**config.mk**
```make
export PLATFORM = sky130hd
export DESIGN_NAME = display_scan_scheduler
export DESIGN_NICKNAME = d
export VERILOG_FILES = /design/src/rtl/display_scan_scheduler.sv
export SDC_FILE = /design/constraint.sdc
export NUM_CORES = 1
export LEC_CHECK = 0
export CAP_MARGIN = 10
export CORE_MARGIN = 3
export CORE_UTILIZATION = 25
export CTS_CLUSTER_DIAMETER = 120
export CTS_CLUSTER_SIZE = 20
export DETAILED_ROUTE_END_ITERATION = 6
export SYNTH_ARGS = -nofsm -noshare
export SYNTH_HDL_FRONTEND = slang
export SYNTH_SLANG_ARGS = --single-unit
```
**constraint.sdc**
```tcl
create_clock -name i_clk -period 2.3 [get_ports i_clk]
set_input_delay 0.345 -clock i_clk [delete_from_list [all_inputs] [get_ports i_clk]]
set_output_delay 0.345 -clock i_clk [all_outputs]
set_load 0.02 [all_outputs]
```
**src/rtl/display_scan_scheduler.sv**
```systemverilog
`default_nettype none
// +----------------------------------------------------------------------------+
// | Module      : display_scan_scheduler                                       |
// | Description : Time-shares one 7-segment decoder and segment bus across     |
// |               NDIG multiplexed digits. A prescaler paces each digit slot;  |
// |               every slot opens with a blanking gap (all anodes off) to     |
// |               suppress ghosting, then drives one digit.                    |
// | Ports       : i_clk        system clock (posedge)                          |
// |               i_rst        synchronous reset, active-high                  |
// |               i_en         scan enable, 0 = display dark                   |
// |               i_digits     hex nibbles, [3:0] = digit 0                    |
// |               i_dp_in      decimal-point request per digit, active-high    |
// |               o_anode_n    digit select, active-low, registered            |
// |               o_seg_n      {g,f,e,d,c,b,a}, active-low, registered         |
// |               o_dp_n       decimal point, active-low, registered           |
// |               o_scan_tick  1-cycle pulse at each slot start                |
// |               o_frame_done 1-cycle pulse when the last digit slot ends     |
// | Options     : LEADZERO_BLANK_EN - blank leading zero digits of each frame  |
// | Revision    : 1.0 - initial release                                        |
// +----------------------------------------------------------------------------+
module display_scan_scheduler #(
   parameter int NDIG         = 4,
   parameter int PRESCALE     = 50000,
   parameter int BLANK_CYCLES = 64,
   parameter int CNT_W        = 16
) (
   input  logic              i_clk,
   input  logic              i_rst,
   input  logic              i_en,
   input  logic [4*NDIG-1:0] i_digits,
   input  logic [NDIG-1:0]   i_dp_in,
   output logic [NDIG-1:0]   o_anode_n,
   output logic [6:0]        o_seg_n,
   output logic              o_dp_n,
   output logic              o_scan_tick,
   output logic              o_frame_done
);

   localparam int c_IDX_W = (NDIG > 1) ? $clog2(NDIG) : 1;

   localparam logic [1:0] c_ST_IDLE  = 2'd0;
   localparam logic [1:0] c_ST_BLANK = 2'd1;
   localparam logic [1:0] c_ST_DRIVE = 2'd2;

   localparam logic [CNT_W-1:0]   c_CNT_BLANK_END = CNT_W'(BLANK_CYCLES - 1);
   localparam logic [CNT_W-1:0]   c_CNT_SLOT_END  = CNT_W'(PRESCALE - 1);
   localparam logic [c_IDX_W-1:0] c_IDX_LAST      = c_IDX_W'(NDIG - 1);

   logic [1:0]          r_state;
   logic [CNT_W-1:0]    r_cnt;
   logic [c_IDX_W-1:0]  r_idx;
   logic [4*NDIG-1:0]   r_digits;
   logic [NDIG-1:0]     r_dp;

   logic [1:0]          w_state_nxt;
   logic [CNT_W-1:0]    w_cnt_nxt;
   logic [c_IDX_W-1:0]  w_idx_nxt;
   logic                w_latch;
   logic                w_tick;
   logic                w_fdone;

   logic [NDIG-1:0]     w_anode_n;
   logic [6:0]          w_seg_n;
   logic                w_dp_n;
   logic                w_masked;

   // Active-low hex glyphs, bit order {g,f,e,d,c,b,a}
   function automatic logic [6:0] f_decode(input logic [3:0] nib);
      logic [6:0] seg;
      case (nib)
         4'h0: seg = 7'b1000000;
         4'h1: seg = 7'b1111001;
         4'h2: seg = 7'b0100100;
         4'h3: seg = 7'b0110000;
         4'h4: seg = 7'b0011001;
         4'h5: seg = 7'b0010010;
         4'h6: seg = 7'b0000010;
         4'h7: seg = 7'b1111000;
         4'h8: seg = 7'b0000000;
         4'h9: seg = 7'b0010000;
         4'hA: seg = 7'b0001000;
         4'hB: seg = 7'b0000011;
         4'hC: seg = 7'b1000110;
         4'hD: seg = 7'b0100001;
         4'hE: seg = 7'b0000110;
         default: seg = 7'b0001110;
      endcase
      return seg;
   endfunction

`ifdef LEADZERO_BLANK_EN
   logic [NDIG-1:0] r_lz_mask;
   logic [NDIG-1:0] w_lz_mask;
   logic            w_lead;

   // Walk down from the most significant digit; the first nonzero digit or
   // the first digit requesting a decimal point ends the leading-zero run.
   always_comb begin
      w_lz_mask = '0;
      w_lead    = 1'b1;
      for (int i = NDIG - 1; i >= 1; i--) begin
         if (w_lead && (i_digits[4*i +: 4] == 4'h0) && !i_dp_in[i]) begin
            w_lz_mask[i] = 1'b1;
         end else begin
            w_lead = 1'b0;
         end
      end
   end

   always_ff @(posedge i_clk) begin
      if (i_rst) begin
         r_lz_mask <= '0;
      end else if (w_latch) begin
         r_lz_mask <= w_lz_mask;
      end
   end

   assign w_masked = r_lz_mask[r_idx];
`else
   assign w_masked = 1'b0;
`endif

   // State register, slot counter, frame latch and pulses
   always_ff @(posedge i_clk) begin
      if (i_rst) begin
         r_state      <= c_ST_IDLE;
         r_cnt        <= '0;
         r_idx        <= '0;
         r_digits     <= '0;
         r_dp         <= '0;
         o_scan_tick  <= 1'b0;
         o_frame_done <= 1'b0;
      end else begin
         r_state      <= w_state_nxt;
         r_cnt        <= w_cnt_nxt;
         r_idx        <= w_idx_nxt;
         o_scan_tick  <= w_tick;
         o_frame_done <= w_fdone;
         if (w_latch) begin
            r_digits <= i_digits;
            r_dp     <= i_dp_in;
         end
      end
   end

   // Next-state logic; a low enable wins over any slot-end event
   always_comb begin
      w_state_nxt = r_state;
      w_cnt_nxt   = r_cnt;
      w_idx_nxt   = r_idx;
      w_latch     = 1'b0;
      w_tick      = 1'b0;
      w_fdone     = 1'b0;
      if (!i_en) begin
         w_state_nxt = c_ST_IDLE;
         w_cnt_nxt   = '0;
         w_idx_nxt   = '0;
      end else begin
         case (r_state)
            c_ST_IDLE: begin
               w_state_nxt = c_ST_BLANK;
               w_cnt_nxt   = '0;
               w_idx_nxt   = '0;
               w_latch     = 1'b1;
               w_tick      = 1'b1;
            end
            c_ST_BLANK: begin
               w_cnt_nxt = r_cnt + 1'b1;
               if (r_cnt == c_CNT_BLANK_END) begin
                  w_state_nxt = c_ST_DRIVE;
               end
            end
            c_ST_DRIVE: begin
               if (r_cnt == c_CNT_SLOT_END) begin
                  w_cnt_nxt   = '0;
                  w_state_nxt = c_ST_BLANK;
                  w_tick      = 1'b1;
                  if (r_idx == c_IDX_LAST) begin
                     w_idx_nxt = '0;
                     w_fdone   = 1'b1;
                     w_latch   = 1'b1;
                  end else begin
                     w_idx_nxt = r_idx + 1'b1;
                  end
               end else begin
                  w_cnt_nxt = r_cnt + 1'b1;
               end
            end
            default: begin
               w_state_nxt = c_ST_IDLE;
               w_cnt_nxt   = '0;
               w_idx_nxt   = '0;
            end
         endcase
      end
   end

   // Pin values for the current state; segments are also dark whenever no
   // anode is selected so the bus never carries a stale glyph.
   always_comb begin
      w_anode_n = '1;
      w_seg_n   = 7'h7F;
      w_dp_n    = 1'b1;
      if ((r_state == c_ST_DRIVE) && !w_masked) begin
         w_anode_n = ~(NDIG'(1) << r_idx);
         w_seg_n   = f_decode(r_digits[4*r_idx +: 4]);
         w_dp_n    = ~r_dp[r_idx];
      end
   end

   always_ff @(posedge i_clk) begin
      if (i_rst) begin
         o_anode_n <= '1;
         o_seg_n   <= 7'h7F;
         o_dp_n    <= 1'b1;
      end else begin
         o_anode_n <= w_anode_n;
         o_seg_n   <= w_seg_n;
         o_dp_n    <= w_dp_n;
      end
   end

endmodule
`default_nettype wire
```
==> out/metrics.yaml, run 1 <==
timing:
  max_slew_margin_pct: 67.5
  finalHoldViolCount: 0
  worst_clock_skew_ns: 0.00771
  maxSlewViolCount: 0
  timing.final.crit_share_pct: 89.1
  setup_violations: 0
  finalSetupTns_ns: 0
  worst_slack_ns: 0.252
  max_freq_mhz: 488
  worst_slew_pin_slew_ns: 0.483
  rsz0062_at_grt: "false"
  final.min_clock_period_ns: 2.05
synth:
  ys_ff_latch: 54
  synth_cell_types: 35
  synthTopCellsByArea: "dfxtp_1 (44%), mux2i_1 (9.0%), ha_1 (7.6%), nor2_1 (7.0%), mux4_2 (4.6%)"
  synth_top_cell_by_area: "dfxtp_1"
  yosys_warnings: 0
  synthCells: 250
  ys_seq_area_share_pct: 44.0
  syn_nets: 288
  syn_area_sq_um: 2450
  syn_avg_cell_area_sq_um: 9.82
  synth_top_area_share_pct: 44.0
final_layout:
  nNetsFinal: 325
  area_growth_syn_to_layout_pct: 23.9
  drive_above_1_share_pct: 7.32
  diodes: 0
clock_network:
  post_cts_buffers: 0
  cts.sinks: 54
  cts_tree: "done"
  cts_resized: 0
  clk_path_buf_depth: 2
  holdBufCountCts: 0
  clk_latency_ns: 0.30
  cts_root_buffer: "clkbuf_8"
  clk_pin_slew_ns: 0.09
  cts-htree-levels: 2
  cts_inserted_buffers: 5
worst_hold_path:
  hold_start: "r_cnt[0]"
  whs_path_depth: 1
  hp-class: "register to register"
pwr:
  power_density_nw_per_um2: 542
  ir_worst_vdd_v: 0.000248
  p_leak_nw: 1.13
setup_path:
  crit_family: "multiplexers"
  path_depth: 5
  critPathLaunch: "r_idx[0]"
  worst_path_largest_cell_delay_ns: 0.64
  crit_arrival_ns: 2.24
  reg2reg_from: "r_idx[0]"
  cp_cell_sequence: "mux4_2 -> inv_1 -> ha_1 -> o211ai_1 -> nand3_1"
  path_class: "register to register"
  worst_path_max_delay_cell: "mux4_2"
  r2r_cells: 5
  crit_required_ns: 2.49
  critical_path_buf_inv_count: 1
  end_kind: "register"
  start_kind: "register"
  cp_max_fo: 9
drt:
  antenna_left: 0
  vias: 1743
  wire_per_inst_um: 11.0
  drc: 0
  drt-total-wl_um: 4580
  drt_first_pass_iters: 6
  drtIter0Drc: 75
  viasPerCell: 4.19
floorplanning:
  die_area_sq_um: 11000
  initial_core_util_pct: 26.2
  std_cell_rows: 35
  io_pins: 37
  core_area_sq_um: 9370
  die_y_um: 105
  die_width_um: 105
grt:
  grt_max_degree: 21
  grt_antenna_before_repair: 0
  grt_pass1_vias: 1655
  grt.total_usage_pct: 8.46
  busiest_layer: "met2"
  grt_util_met1_pct: 10.5
  overflow: 0
  grt_pass1_wl_um: 7670
  use_met3_pct: 2.53
  gr-usage-met2_pct: 13.7
placed_design:
  hpwlAfterDp_um: 3530
  gp_routability_congestion: 0.738
  io_buffers: 36
  post-place-ws_ns: 0.254
outcome:
  status: "complete, no violations"
run:
  cap_violations: 0
-- cells in the mapped netlist --
library cell / n
or4_4: 1
ha_1: 15
a21oi_1: 3
mux2i_1: 22
nor2b_1: 3
nor3b_4: 1
o32ai_1: 2
o21ai_0: 2
xor2_1: 10
or4_1: 1
nand4_1: 2
a32oi_1: 1
nor2_1: 46
or3_1: 1
nor3_1: 4
xnor2_1: 4
o211ai_1: 4
o221ai_1: 2
clkbuf_1: 4
a21boi_2: 1
nand3_1: 15
o211ai_4: 1
or2_2: 2
nor3b_1: 1
nand2_1: 18
inv_1: 9
o21a_1: 2
buf_6: 3
nand3b_1: 1
mux4_2: 5
nor4bb_1: 1
dfxtp_1: 54
and3_1: 4
nand2b_1: 3
buf_2: 2
-- final timing paths --
kind / end / slack, ns
worst max-delay path: o_seg_n[1] / 0.25
worst max register to register: o_seg_n[1] / 0.25
worst min register to register: r_cnt[0] / 0.48
worst min-delay path: r_cnt[0] / 0.48
-- state kept, by name, indices dropped and copies added (netlist names) --
register / cells
r_cnt: 16
r_digits: 16
o_seg_n: 7
o_anode_n: 4
r_dp: 4
r_idx: 2
r_state: 2
o_dp_n: 1
o_frame_done: 1
o_scan_tick: 1
-- final cells by class --
cell class | instances | area, sq um
tap | 129 | 161
clock buffer | 6 | 72.6
multi-input combinational | 178 | 1290
fill | 982 | 6330
sequential | 54 | 1080
inverter | 9 | 33.8
timing repair buffer | 39 | 395
clock inverter | 1 | 7.51
-- cells by family (layout without fill, tap and decap cells) --
family,after synthesis,count (layout),share of synthesized area [%]
AOI/OAI and AO/OA,18,18,5.96
adders and majority gates,15,15,7.65
and+or+nand+nor,104,104,20.0
xor gates and xnor gates,14,14,4.99
buffers and inverters,18,55,3.77
muxes,27,27,13.6
DFF,54,54,44.0
-- cells in the final DEF, fill, tap and decap left out, types with 5 or more instances in the layout --
cell type / n
ha_1: 15
clkdlybuf4s50_1: 36
nor2_1: 46
clkbuf_8: 5
dfxtp_1: 54
mux2i_1: 22
nand2_1: 18
nand3_1: 15
xor2_1: 10
inv_1: 9
mux4_2: 5
-- where the power goes --
part / switching (mW) / internal (mW)
combinational: 0.0807 / 0.0954
sequential: 0.0143 / 0.960
clock: 0.289 / 0.209
total: 0.384 / 1.26
-- per-stage QoR --
step                instances  area [sq um]  total power [mW]  hold slack (ns)  utilization [%]
detailed placement        409          2960              1.17            0.460             31.6
global route              416          3040              1.73            0.532             32.4
global placement          409          2960              1.17            0.443             31.6
floorplan                 250          2450              1.11            0.430                -
CTS                       416          3040              1.68            0.483             32.4
finish                    416          3040              1.65            0.480             32.4
-- routing by layer --
metal / routed length (um) / vias up / share of wire [%]
met1: 2180 / 791 / 48
li1: - / 925 / -
met3: 203 / 5 / 4.4
met5: 0 / - / 0
met4: 72 / 0 / 1.6
met2: 2120 / 22 / 46
No activity file was read; power rests on OpenSTA's default activity.
==> inputs of run 2 (changes only) <==
- CTS_CLUSTER_SIZE: 20 -> 28
==> results of run 2 <==
The final DEF is identical to that of run 1; final timing and power are the same.
==> inputs of run 3 (changes only) <==
- clock period: 2.3 -> 2.62 ns (I/O delays scaled with it)
==> run 3 against run 2 <==
Compared with the run above: final area up 0.41%; largest cell class unchanged; worst setup slack better by 0.32 ns; largest power group unchanged; first-iteration DRC count down 21%; combinational power down 14%; highest routed layer unchanged; count of clock-buffer cells in the layout up 1; critical path type unchanged; via count up 1.7%; non-clock buffer count unchanged.
==> out/metrics.yaml, run 3 (synthesis gave the netlist of run 1 again) <==
grt:
  grt_pass1_wl_um: 8160  # was 7670 um
  grt_antenna_before_repair: 0  # unchanged
  grt_max_degree: 24  # was 21
  grt_pass1_vias: 1758  # was 1655
  grt.total_usage_pct: 9.00  # was 8.46%
  overflow: 0  # unchanged
timing:
  setup_violations: 0  # unchanged
  final.min_clock_period_ns: 2.04  # was 2.05 ns
  worst_clock_skew_ns: 0.00473  # was 0.00771 ns
  max_freq_mhz: 489  # was 488 MHz
  holdWs_ns: 0.471  # was 0.480 ns
  rsz0062_at_grt: "false"  # unchanged
  maxSlewViolCount: 0  # unchanged
  finalSetupTns_ns: 0  # unchanged
  finalHoldViolCount: 0  # unchanged
  worst_slew_pin_slew_ns: 0.481  # was 0.483 ns
  max_slew_margin_pct: 67.7  # was 67.5%
  timing.final.crit_share_pct: 78.0  # was 89.1%
setup_path:
  cp_cell_sequence: "mux4_2 -> inv_1 -> ha_1 -> o211ai_1 -> nand3_1"  # unchanged
  crit_arrival_ns: 2.24  # about the same
  path_class: "register to register"  # unchanged
  worst_path_max_delay_cell: "mux4_2"  # unchanged
  end_kind: "register"  # unchanged
  start_kind: "register"  # unchanged
  crit_required_ns: 2.82  # was 2.49 ns
  cp_max_fo: 9  # unchanged
  critical_path_buf_inv_count: 1  # unchanged
  worst_path_largest_cell_delay_ns: 0.64  # about the same
  crit_family: "multiplexers"  # unchanged
pwr:
  total_power_mw: 1.52  # was 1.65 mW
  power_density_nw_per_um2: 499  # was 542 nW/um^2
  ir_worst_vdd_v: 0.000209  # was 0.000248 V
  p_leak_nw: 1.14  # was 1.13 nW
placed_design:
  io_buffers: 36  # unchanged
  gp_routability_congestion: 0.798  # was 0.738
  hpwlAfterDp_um: 3630  # was 3530 um
floorplanning:
  initial_core_util_pct: 26.2  # unchanged
  die_area_sq_um: 11000  # unchanged
  io_pins: 37  # unchanged
  die_y_um: 105  # unchanged
  core_area_sq_um: 9370  # unchanged
  std_cell_rows: 35  # unchanged
  die_width_um: 105  # unchanged
drt:
  drc: 0  # unchanged
  viasPerCell: 4.25  # was 4.19
  drt-total-wl_um: 4770  # was 4580 um
  drt_first_pass_iters: 4  # was 6
  vias: 1772  # was 1743
  drtIter0Drc: 59  # was 75
  wire_per_inst_um: 11.4  # was 11.0 um
  antenna_left: 0  # unchanged
clock_network:
  cts_tree: "done"  # unchanged
  post_cts_buffers: 0  # unchanged
  cts-htree-levels: 2  # unchanged
  cts_root_buffer: "clkbuf_8"  # unchanged
  cts_resized: 0  # unchanged
  clk_pin_slew_ns: 0.10  # was 0.09 ns
  clk_latency_ns: 0.31  # was 0.30 ns
  cts.sinks: 54  # unchanged
  cts_inserted_buffers: 5  # unchanged
  clk_path_buf_depth: 2  # unchanged
  holdBufCountCts: 0  # unchanged
worst_hold_path:
  hp-class: "register to register"  # unchanged
final_layout:
  fillers: 982  # unchanged
  diodes: 0  # unchanged
  area_growth_syn_to_layout_pct: 24.4  # was 23.9%
  largestRegisters: "r_cnt x16, r_digits x16, o_seg_n x7"  # unchanged
  seqCellArea_sq_um: 1080  # unchanged
  final_cell_mix: "dfxtp_1 (54), nor2_1 (46), clkdlybuf4s50_1 (36), mux2i_1 (22), nand2_1 (18)"  # unchanged
  multiInputGateArea_sq_um: 1290  # unchanged
  final_common_cell: "dfxtp_1"  # unchanged
  nNetsFinal: 325  # unchanged
  drive_above_1_share_pct: 7.99  # was 7.32%
run:
  cap_violations: 0  # unchanged
outcome:
  status: "complete, no violations"  # unchanged
run 3: cell types whose count changed in the layout (fill, tap and decap cells not counted):
cell and delta:
clkinv_4 +1, clkinvlp_4 -1, clkbuf_1 -1, buf_12 -1, buf_4 +1, clkbuf_8 +2
run 3: final timing paths:
check             cells past startpoint  slack [ns]    endpoint     start
setup / recovery                      5        0.58  o_seg_n[1]  r_idx[0]
hold / removal                        1        0.47    r_cnt[0]  r_cnt[0]
setup reg to reg                      5        0.58  o_seg_n[1]  r_idx[0]
hold reg to reg                       1        0.47    r_cnt[0]  r_cnt[0]
run 3: final cells by class:
type	count	share of cell area (%)
multi-input cells	178	42.2
flip-flops and latches	54	35.4
repair buffers	39	12.5
well taps	129	5.29
clock buffers	7	3.16
inverters	9	1.11
clock inverters	1	0.287
run 3: report_power, final:
part | internal, mW | switching (mW) | total (mW)
sequential | 0.843 | 0.0129 | 0.856
combinational | 0.0810 | 0.0710 | 0.152
clock | 0.243 | 0.272 | 0.515
total | 1.17 | 0.356 | 1.52
run 3: worst reg2reg max path, cell delays in order, from the launching register on:
cell and delay [ns]:
dfxtp_1 0.60, mux4_2 0.64, inv_1 0.15, ha_1 0.27, o211ai_1 0.19, nand3_1 0.09
run 3: through the flow:
stage,util [%],area [sq um],std cells,setup WS [ns]
floorplan,-,2450,250,0.755
global placement,31.5,2950,409,0.562
detailed placement,31.5,2950,409,0.537
CTS,32.6,3050,417,0.555
global route,32.6,3050,417,0.427
finish,32.6,3050,417,0.575
run 3: metal layers:
| metal | vias up | share of wire (%) | global-route usage (%) | routed length, um |
|---|---|---|---|---|
| met5 | - | 0 | 0 | 0 |
| met4 | 0 | 1.3 | 3.66 | 63 |
| met3 | 6 | 3.1 | 2.16 | 150 |
| met2 | 27 | 47 | 14.8 | 2240 |
| met1 | 815 | 49 | 11.3 | 2320 |
| li1 | 924 | - | - | - |
